File: src/rtl/uart_tx_framer.sv
// uart_tx_framer: UART transmit framer. Serialises one character per frame as
// start bit (0), DATA_BITS data bits LSB first, an optional parity bit and
// STOP_BITS stop bits (1). Every bit lasts CLOCK_FREQ/BAUD_RATE clocks.
//
// Build option: define UART_TX_FIFO_EN to put a FIFO_DEPTH-entry character FIFO
// in front of the framer. Without it the block holds one character and
// accepts only in IDLE or on the last cycle of the final stop bit.
//
// Ports:
//   clk           rising-edge clock
//   reset_n       synchronous active-low reset
//   data_in       character to send (bits above DATA_BITS-1 ignored)
//   data_in_valid producer offers data_in
//   data_in_ready block accepts data_in this cycle
//   serial_out    UART line, idle high, registered
//   busy          a frame is on the line
//   frame_done    one-cycle pulse on the last cycle of the final stop bit
module uart_tx_framer #(
  parameter int CLOCK_FREQ = 125_000_000,
  parameter int BAUD_RATE  = 115_200,
  parameter int DATA_BITS  = 8,
  parameter int PARITY     = 0,
  parameter int STOP_BITS  = 1,
  parameter int FIFO_DEPTH = 8
) (
  input  logic       clk,
  input  logic       reset_n,
  input  logic [7:0] data_in,
  input  logic       data_in_valid,
  output logic       data_in_ready,
  output logic       serial_out,
  output logic       busy,
  output logic       frame_done
);

  localparam int BIT_CYCLES = CLOCK_FREQ / BAUD_RATE;
  localparam int CW = (BIT_CYCLES > 1) ? $clog2(BIT_CYCLES) : 1;
  localparam logic [CW-1:0] BIT_LAST = CW'(BIT_CYCLES - 1);
  localparam logic [7:0] MASK = 8'hFF >> (8 - DATA_BITS);

  typedef enum logic [2:0] {IDLE, START, DATA, PAR, STOP} state_t;

  state_t          state, state_n;
  logic [CW-1:0]   cnt, cnt_n;
  logic [2:0]      bit_idx, bit_idx_n;
  logic            stop_idx, stop_idx_n;
  logic [7:0]      shreg, shreg_n;
  logic            par_bit, par_bit_n;
  logic            line_n;
  logic            rdy_en;   // holds ready low until the first cycle after reset
  logic            bit_end, stop_last, push, pending, take;
  logic [7:0]      src;

  assign bit_end    = (cnt == BIT_LAST);
  assign stop_last  = (state == STOP) && bit_end && (stop_idx == 1'(STOP_BITS - 1));
  assign frame_done = stop_last;
  assign busy       = (state != IDLE);
  assign push       = data_in_valid & data_in_ready;
  // A new frame starts from IDLE or directly out of the last stop cycle.
  assign take       = pending & ((state == IDLE) | stop_last);

`ifdef UART_TX_FIFO_EN
  localparam int AW = $clog2(FIFO_DEPTH);

  logic [7:0]  mem [FIFO_DEPTH];
  logic [AW-1:0] rd_ptr, wr_ptr;
  logic [AW:0] count;
  logic        empty, full, bypass, wr, rd;

  assign empty         = (count == '0);
  assign full          = (count == (AW+1)'(FIFO_DEPTH));
  assign data_in_ready = rdy_en & ~full;
  assign pending       = ~empty | push;
  // An arrival into an empty FIFO while the framer can start goes straight
  // to the shift register so the start bit follows on the next cycle.
  assign bypass        = take & empty;
  assign wr            = push & ~bypass;
  assign rd            = take & ~empty;
  assign src           = empty ? data_in : mem[rd_ptr];

  always_ff @(posedge clk) begin
    if (!reset_n) begin
      rd_ptr <= '0;
      wr_ptr <= '0;
      count  <= '0;
    end else begin
      if (wr) wr_ptr <= wr_ptr + 1'b1;
      if (rd) rd_ptr <= rd_ptr + 1'b1;
      count <= count + (AW+1)'(wr) - (AW+1)'(rd);
    end
  end

  always_ff @(posedge clk) begin
    if (wr) mem[wr_ptr] <= data_in;
  end
`else
  assign data_in_ready = rdy_en & ((state == IDLE) | stop_last);
  assign pending       = push;
  assign src           = data_in;
`endif

  always_comb begin
    state_n    = state;
    cnt_n      = '0;
    bit_idx_n  = bit_idx;
    stop_idx_n = stop_idx;
    shreg_n    = shreg;
    par_bit_n  = par_bit;
    if (state != IDLE) cnt_n = bit_end ? '0 : cnt + 1'b1;
    case (state)
      IDLE: ;
      START: if (bit_end) begin
        state_n   = DATA;
        bit_idx_n = '0;
      end
      DATA: if (bit_end) begin
        shreg_n = shreg >> 1;
        if (bit_idx == 3'(DATA_BITS - 1)) begin
          state_n    = (PARITY == 0) ? STOP : PAR;
          stop_idx_n = 1'b0;
        end else begin
          bit_idx_n = bit_idx + 1'b1;
        end
      end
      PAR: if (bit_end) begin
        state_n    = STOP;
        stop_idx_n = 1'b0;
      end
      STOP: if (bit_end) begin
        if (stop_idx == 1'(STOP_BITS - 1)) state_n = IDLE;
        else stop_idx_n = stop_idx + 1'b1;
      end
      default: state_n = IDLE;
    endcase
    if (take) begin
      state_n   = START;
      cnt_n     = '0;
      shreg_n   = src & MASK;
      par_bit_n = (^(src & MASK)) ^ (PARITY == 1);
    end
    // Line value for the next cycle, so serial_out is a plain flop.
    case (state_n)
      START:   line_n = 1'b0;
      DATA:    line_n = shreg_n[0];
      PAR:     line_n = par_bit_n;
      default: line_n = 1'b1;
    endcase
  end

  always_ff @(posedge clk) begin
    if (!reset_n) begin
      state      <= IDLE;
      cnt        <= '0;
      bit_idx    <= '0;
      stop_idx   <= 1'b0;
      shreg      <= '0;
      par_bit    <= 1'b0;
      serial_out <= 1'b1;
      rdy_en     <= 1'b0;
    end else begin
      state      <= state_n;
      cnt        <= cnt_n;
      bit_idx    <= bit_idx_n;
      stop_idx   <= stop_idx_n;
      shreg      <= shreg_n;
      par_bit    <= par_bit_n;
      serial_out <= line_n;
      rdy_en     <= 1'b1;
    end
  end

endmodule

File: config.mk
export PLATFORM = sky130hd
export DESIGN_NAME = uart_tx_framer
export DESIGN_NICKNAME = d
export VERILOG_FILES = /design/src/rtl/uart_tx_framer.sv
export SDC_FILE = /design/constraint.sdc
export NUM_CORES = 1
export LEC_CHECK = 0
export CAP_MARGIN = 25
export CORE_UTILIZATION = 49
export CTS_CLUSTER_DIAMETER = 80
export DETAILED_ROUTE_END_ITERATION = 7
export PLACE_DENSITY = 0.79
export SETUP_SLACK_MARGIN = 0.5
export SYNTH_ARGS = -nofsm -noshare
export SYNTH_HDL_FRONTEND = slang
export SYNTH_SLANG_ARGS = --single-unit
export TNS_END_PERCENT = 5
File: constraint.sdc
create_clock -name clk -period 1.65 [get_ports clk]
set_input_delay 0.33 -clock clk [delete_from_list [all_inputs] [get_ports clk]]
set_output_delay 0.33 -clock clk [all_outputs]
set_load 0.05 [all_outputs]
==> After elaboration in Yosys (flattened, before gate mapping) <==
Index checks and enable logic that the tools add are counted.
{ "classes": {"eq_ne": 15, "n_reduce_logical": 13, "add_sub_neg": 3, "n_bitwise": 7, "n_mux": 24} }
{ "op_table": {"columns": ["cell", "n"], "rows": [
  ["2-to-1 mux 3 bit", 10],
  ["2-to-1 mux 8 bit", 3],
  ["one-hot mux 3 bit (5 select lines)", 1],
  ["== test 3 x 2 -> 1 bit (second input constant)", 4],
  ["!= test 2 bit (second input constant)", 6],
  ["adder 11 x 1 -> 11 bit (second input constant)", 1],
  ["== test 11 bit (second input constant)", 1],
  ["parity 8 bit", 1],
  ["2-to-1 mux 1 bit", 7],
  ["== test 3 x 1 -> 1 bit (second input constant)", 2],
  ["== test 3 bit (second input constant)", 2],
  ["one-hot mux 1 bit (3 select lines)", 2],
  ["one-hot mux 3 bit (2 select lines)", 1],
  ["nonzero test 2 bit", 3],
  ["nonzero test 3 bit", 2],
  ["AND reduction 5 bit", 1],
  ["AND reduction 4 bit", 1],
  ["OR reduction 4 bit", 1],
  ["adder 3 x 1 -> 3 bit (second input constant)", 1],
  ["AND 1 bit", 3],
  ["logical NOT 3 bit", 1],
  ["inverter 1 bit", 3],
  ["logical AND 1 bit", 2],
  ["AND reduction 2 bit", 1],
  ["other kinds (2)", 2]
]} }
{ "totals": {"ff_bits": 29, "in_bits": 11, "out_inout_bits": 4, "word_cells": 71} }

==> Longest topological paths before layout <==
Gate-level depths: netlist (run 1).
{ "logic_depth": {"depth_word": 10, "depth_mapped": 9} }

==> Least setup slack after synthesis (run 1) <==
OpenSTA, ideal clock, no wires.
{ "synth_timing": {"kind": "flip-flop to output port", "from": "register cnt[7]", "to": "output port data_in_ready", "n_path_buf": 1, "required_ns": 1.320, "t_arrival_ns": 3.550, "stages_incl_launch_ff": 5, "setup_slack_ns": -2.230, "cell_sequence": "dfxtp_1 > nor4_4 > nand3_2 > clkbuf_1 > a2111oi_0"} }
{ "synth_between": {"elab_chain_len": 5} }
{ "synth_lines": {"columns": ["element", "line_no", "source"], "rows": [
  ["start: declaration", "44", "logic [CW-1:0] cnt, cnt_n;"],
  ["start signal: assignment", "162", "cnt <= cnt_n;"],
  ["== test 11 bit", "54", "assign bit_end = (cnt == BIT_LAST);"],
  ["logical AND 1 bit (2 in a row)", "55", "assign stop_last = (state == STOP) && bit_end && (stop_idx == 1'(STOP_BITS - 1));"],
  ["OR 1 bit", "97", "assign data_in_ready = rdy_en & ((state == IDLE) | stop_last);"],
  ["AND 1 bit", "97", null],
  ["end: declaration", "30", "output logic data_in_ready,"]
]} }
No other way between the ends.

==> Worst setup path after layout (run 1) <==
{ "layout_timing": {"from": "register cnt[8]", "to": "output port data_in_ready"} }
The elaborated chain is that of the path after synthesis.

==> metrics.txt, run 1 <==
# TYPE chip_impl_metric gauge
chip_impl_metric{name="worst-slew-pin-transition",unit="ns"} 0.451
chip_impl_metric{name="power_dens_cells",unit="nW/µm²"} 711
chip_impl_metric{name="netlist.area_leader.share",unit=""} 0.404
chip_impl_metric{name="wirelength",unit="µm"} 3310
chip_impl_metric{name="area_growth",unit="%"} 40.0
chip_impl_info{name="cts.root.buffer_cell",value="sky130_fd_sc_hd__clkbuf_4"} 1
chip_impl_info{name="cp-start-kind",value="register"} 1
chip_impl_metric{name="timing.final.crit_share",unit=""} 1.27
chip_impl_metric{name="utilization",unit=""} 0.756
chip_impl_metric{name="timing.fmax",unit="GHz"} 0.479
chip_impl_metric{name="ys_ff_latch",unit=""} 28
chip_impl_metric{name="avgSynthCellArea",unit="µm²"} 9.06
chip_impl_info{name="setup.worst_path.class",value="reg2out"} 1
chip_impl_metric{name="die_x",unit="µm"} 55.2
chip_impl_info{name="synth_area_leaders",value="sky130_fd_sc_hd__dfxtp_1, sky130_fd_sc_hd__nor2_1, sky130_fd_sc_hd__xnor2_1"} 1
chip_impl_metric{name="worst_setup_hold_path_clk_slew",unit="ns"} 0.15
chip_impl_metric{name="detailedRoute.firstPassIterationCount",unit=""} 4
chip_impl_metric{name="cts_buffer_depth",unit=""} 2
chip_impl_metric{name="gr-usage-all-layers",unit=""} 0.243
chip_impl_metric{name="first_pass_grt_wire_length",unit="µm"} 5110
chip_impl_metric{name="place.port_buffers",unit=""} 14
chip_impl_metric{name="grt_max_degree",unit=""} 17
chip_impl_metric{name="number_of_vias_in_the_routed_layout",unit=""} 1237
chip_impl_metric{name="nFillCells",unit=""} 178
chip_impl_metric{name="cts_inserted_buffers",unit=""} 3
chip_impl_metric{name="clock_insertion_delay_worst_skew",unit="ns"} 0.34
chip_impl_metric{name="final.setup_skew",unit="ns"} 0.00405
chip_impl_metric{name="fp.dieArea",unit="µm²"} 3050
chip_impl_info{name="unrepaired_setup_endpoints_after_global_routing",value="yes"} 1
chip_impl_metric{name="crit_arrival",unit="ns"} 1.76
chip_impl_metric{name="boundaryPins",unit=""} 15
chip_impl_metric{name="layout_setup_ws",unit="ns"} -0.440
chip_impl_metric{name="slew-limit-headroom",unit=""} 0.699
chip_impl_metric{name="ir_drop",unit="mV"} 0.838
chip_impl_metric{name="antenna_violating_nets_post_route",unit=""} 0
chip_impl_metric{name="floorplan.rows",unit=""} 18
chip_impl_metric{name="post_layout_nonfiller_instances",unit=""} 222
chip_impl_metric{name="maxCapViolCount",unit=""} 0
chip_impl_metric{name="antenna-diode-count",unit=""} 0
chip_impl_metric{name="final.min_clock_period",unit="ns"} 2.09
chip_impl_info{name="violations_in_the_final_reports",value="setup timing"} 1
chip_impl_metric{name="synth_cells",unit=""} 153
chip_impl_metric{name="final-setup-viol-count",unit=""} 16
chip_impl_metric{name="avgViaCountPerCell",unit=""} 5.57
chip_impl_metric{name="ys_warn_count",unit=""} 0
chip_impl_metric{name="cts-htree-levels",unit=""} 1
chip_impl_metric{name="die_y",unit="µm"} 55.2
chip_impl_metric{name="wl_per_cell",unit="µm"} 14.9
chip_impl_metric{name="post-place-cells",unit=""} 216
chip_impl_metric{name="globalRouteOverflowTotal",unit=""} 0
chip_impl_metric{name="library_cells_used_by_synthesis",unit=""} 37
chip_impl_info{name="run_status",value="complete, but fails checks"} 1
chip_impl_metric{name="critical_path_rt",unit="ns"} 1.32
chip_impl_metric{name="effective_utilization_at_floorplan",unit=""} 0.540
chip_impl_info{name="worstSetupEndpointType",value="primary output"} 1
chip_impl_metric{name="cts.sink_count",unit=""} 28
chip_impl_metric{name="cts_hold_buffers",unit=""} 0
chip_impl_metric{name="floorplan.core_area",unit="µm²"} 2570
chip_impl_info{name="cell_taking_the_most_area_after_synthesis",value="sky130_fd_sc_hd__dfxtp_1"} 1
chip_impl_metric{name="synth-seq-area-share",unit=""} 0.404
chip_impl_metric{name="initial_drc_count",unit=""} 25
chip_impl_metric{name="number_of_global_route_vias_before_repair",unit=""} 1227
chip_impl_metric{name="register_area",unit="µm²"} 569
chip_impl_metric{name="drv_slew",unit=""} 0
chip_impl_metric{name="p_leak",unit="nW"} 0.781
chip_impl_metric{name="total_power",unit="mW"} 1.38
chip_impl_info{name="hold_path_class",value="reg2reg"} 1
chip_impl_metric{name="drc",unit=""} 0
chip_impl_metric{name="multi_input_logic_area",unit="µm²"} 853
chip_impl_metric{name="place.gp.congestion",unit=""} 0.856
chip_impl_metric{name="netlist_area",unit="µm²"} 1390
chip_impl_metric{name="hpwlAfterDp",unit="µm"} 2280
chip_impl_metric{name="number_of_antenna_violations_at_the_first_check_in_global_routing",unit=""} 0
chip_impl_metric{name="critical_path.max_fanout",unit=""} 3
chip_impl_metric{name="finalNetCount",unit=""} 208
chip_impl_metric{name="timing.final.hold_violations",unit=""} 0
chip_impl_metric{name="mappedNetlistNets",unit=""} 168
chip_impl_info{name="cts_tree",value="built"} 1
chip_impl_metric{name="totalNegativeSetupSlack",unit="ns"} -1.66
chip_impl_metric{name="drive_gt1_frac",unit=""} 0.333
cell usage in the layout, fill, tap and decap left out, types with 3 or more instances in the layout:
master | netlist | final
sky130_fd_sc_hd__inv_1 | 5 | 5
sky130_fd_sc_hd__xor2_1 | 5 | 5
sky130_fd_sc_hd__a21oi_1 | 8 | 5
sky130_fd_sc_hd__dfxtp_1 | 28 | 21
sky130_fd_sc_hd__nand2_1 | 10 | 10
sky130_fd_sc_hd__clkbuf_4 | 0 | 3
sky130_fd_sc_hd__mux2i_1 | 8 | 8
sky130_fd_sc_hd__buf_6 | 0 | 5
sky130_fd_sc_hd__dfxtp_2 | 0 | 7
sky130_fd_sc_hd__clkdlybuf4s50_1 | 0 | 10
sky130_fd_sc_hd__a211oi_1 | 6 | 6
sky130_fd_sc_hd__or3_4 | 0 | 3
sky130_fd_sc_hd__a21oi_2 | 0 | 3
sky130_fd_sc_hd__buf_4 | 1 | 23
sky130_fd_sc_hd__nand3_1 | 9 | 9
sky130_fd_sc_hd__nor2_1 | 26 | 25
sky130_fd_sc_hd__xnor2_1 | 10 | 10
sky130_fd_sc_hd__nor2b_1 | 3 | 3
sky130_fd_sc_hd__buf_12 | 0 | 4
sky130_fd_sc_hd__ha_1 | 4 | 3
cell families after synthesis:
logic type / Yosys count / synth area share
fa+ha+maj: 4 / 0.0361
compound gates: 21 / 0.106
mux: 9 / 0.0686
buf+inv: 12 / 0.0388
simple gates: 64 / 0.252
flops: 28 / 0.404
xor+xnor: 15 / 0.0948
path summary, 6_finish.rpt:
check | slack [ns] | cells after the start | start | endpoint
worst max register to register | -0.18 | 7 | cnt[8] | bit_idx[0]
worst min register to register | 0.48 | 2 | bit_idx[1] | bit_idx[1]
worst max-delay path | -0.44 | 4 | cnt[8] | data_in_ready
worst min-delay path | 0.48 | 2 | bit_idx[1] | bit_idx[1]
where the power goes:
part | leakage, nW | switching (mW) | internal (mW)
Sequential | 0.231 | 0.0104 | 0.699
Clock | 0.0279 | 0.214 | 0.246
Combinational | 0.521 | 0.101 | 0.111
worst max-delay path: stages, from the launching register on:
cell	delay (ns)
sky130_fd_sc_hd__dfxtp_2	0.37
sky130_fd_sc_hd__nor4_4	0.35
sky130_fd_sc_hd__nand3_4	0.14
sky130_fd_sc_hd__a2111oi_4	0.38
sky130_fd_sc_hd__buf_12	0.18
metal layers:
layer / vias to the layer above / global-route usage / share of wire / routed length (µm)
li1: 608 / - / - / -
met1: 588 / 0.255 / 0.40 / 1320
met2: 28 / 0.466 / 0.54 / 1790
met3: 13 / 0.0328 / 0.028 / 92
met4: 0 / 0.121 / 0.034 / 111
met5: - / 0 / 0 / 0
final cells by class:
type / instances / area share
tap: 30 / 0.0193
timing repair buffer: 42 / 0.211
multi-input combinational: 113 / 0.440
inverter: 5 / 0.00967
clock buffer: 3 / 0.0116
sequential: 28 / 0.293
clock inverter: 1 / 0.0155
cell usage after synthesis (all sizes together):
cell / number
a2111oi: 1
a211oi: 6
a21o: 1
a21oi: 8
a2bb2oi: 1
and2: 1
and3: 1
and4: 1
buf: 5
clkbuf: 2
dfxtp: 28
ha: 4
inv: 5
mux2: 1
mux2i: 8
nand2: 10
nand2b: 1
nand3: 10
nand3b: 1
nand4: 2
nand4b: 1
nor2: 26
nor2b: 3
nor3: 2
nor3b: 1
nor4: 1
o2111ai: 1
o21a: 1
o21ai: 1
o221ai: 1
or3: 3
xnor2: 10
xor2: 5
per-stage QoR:
| step | hold slack, ns | cell area [µm²] | worst slack [ns] |
|---|---|---|---|
| floorplan | 0.358 | 1420 | -0.380 |
| global placement | 0.443 | 1790 | -0.0843 |
| detailed placement | 0.457 | 1790 | -0.114 |
| CTS | 0.477 | 1930 | -0.506 |
| global route | 0.492 | 1940 | -0.499 |
| finish | 0.481 | 1940 | -0.440 |
state kept, by name, summed over array words and instances (netlist names):
signal,cells
par_bit,1
state,3
rdy_en,1
bit_idx,3
shreg,8
cnt,11
serial_out,1
timing repair:
item,in CTS,in global routing
pin swaps,8,6
buffers inserted,2,0
setup endpoints to repair,31,31
resized for setup,21,4
Power figures use the tool's default switching activity.
==> run 2, diff against run 1 <==
--- a/config.mk
+++ b/config.mk
@@ -11,6 +11,7 @@
 export DETAILED_ROUTE_END_ITERATION = 7
 export PLACE_DENSITY = 0.79
 export SETUP_SLACK_MARGIN = 0.5
+export SLEW_MARGIN = 20
 export SYNTH_ARGS = -nofsm -noshare
 export SYNTH_HDL_FRONTEND = slang
 export SYNTH_SLANG_ARGS = --single-unit
==> results of run 2 <==
Final layout, timing and power as in run 1 (identical DEF).
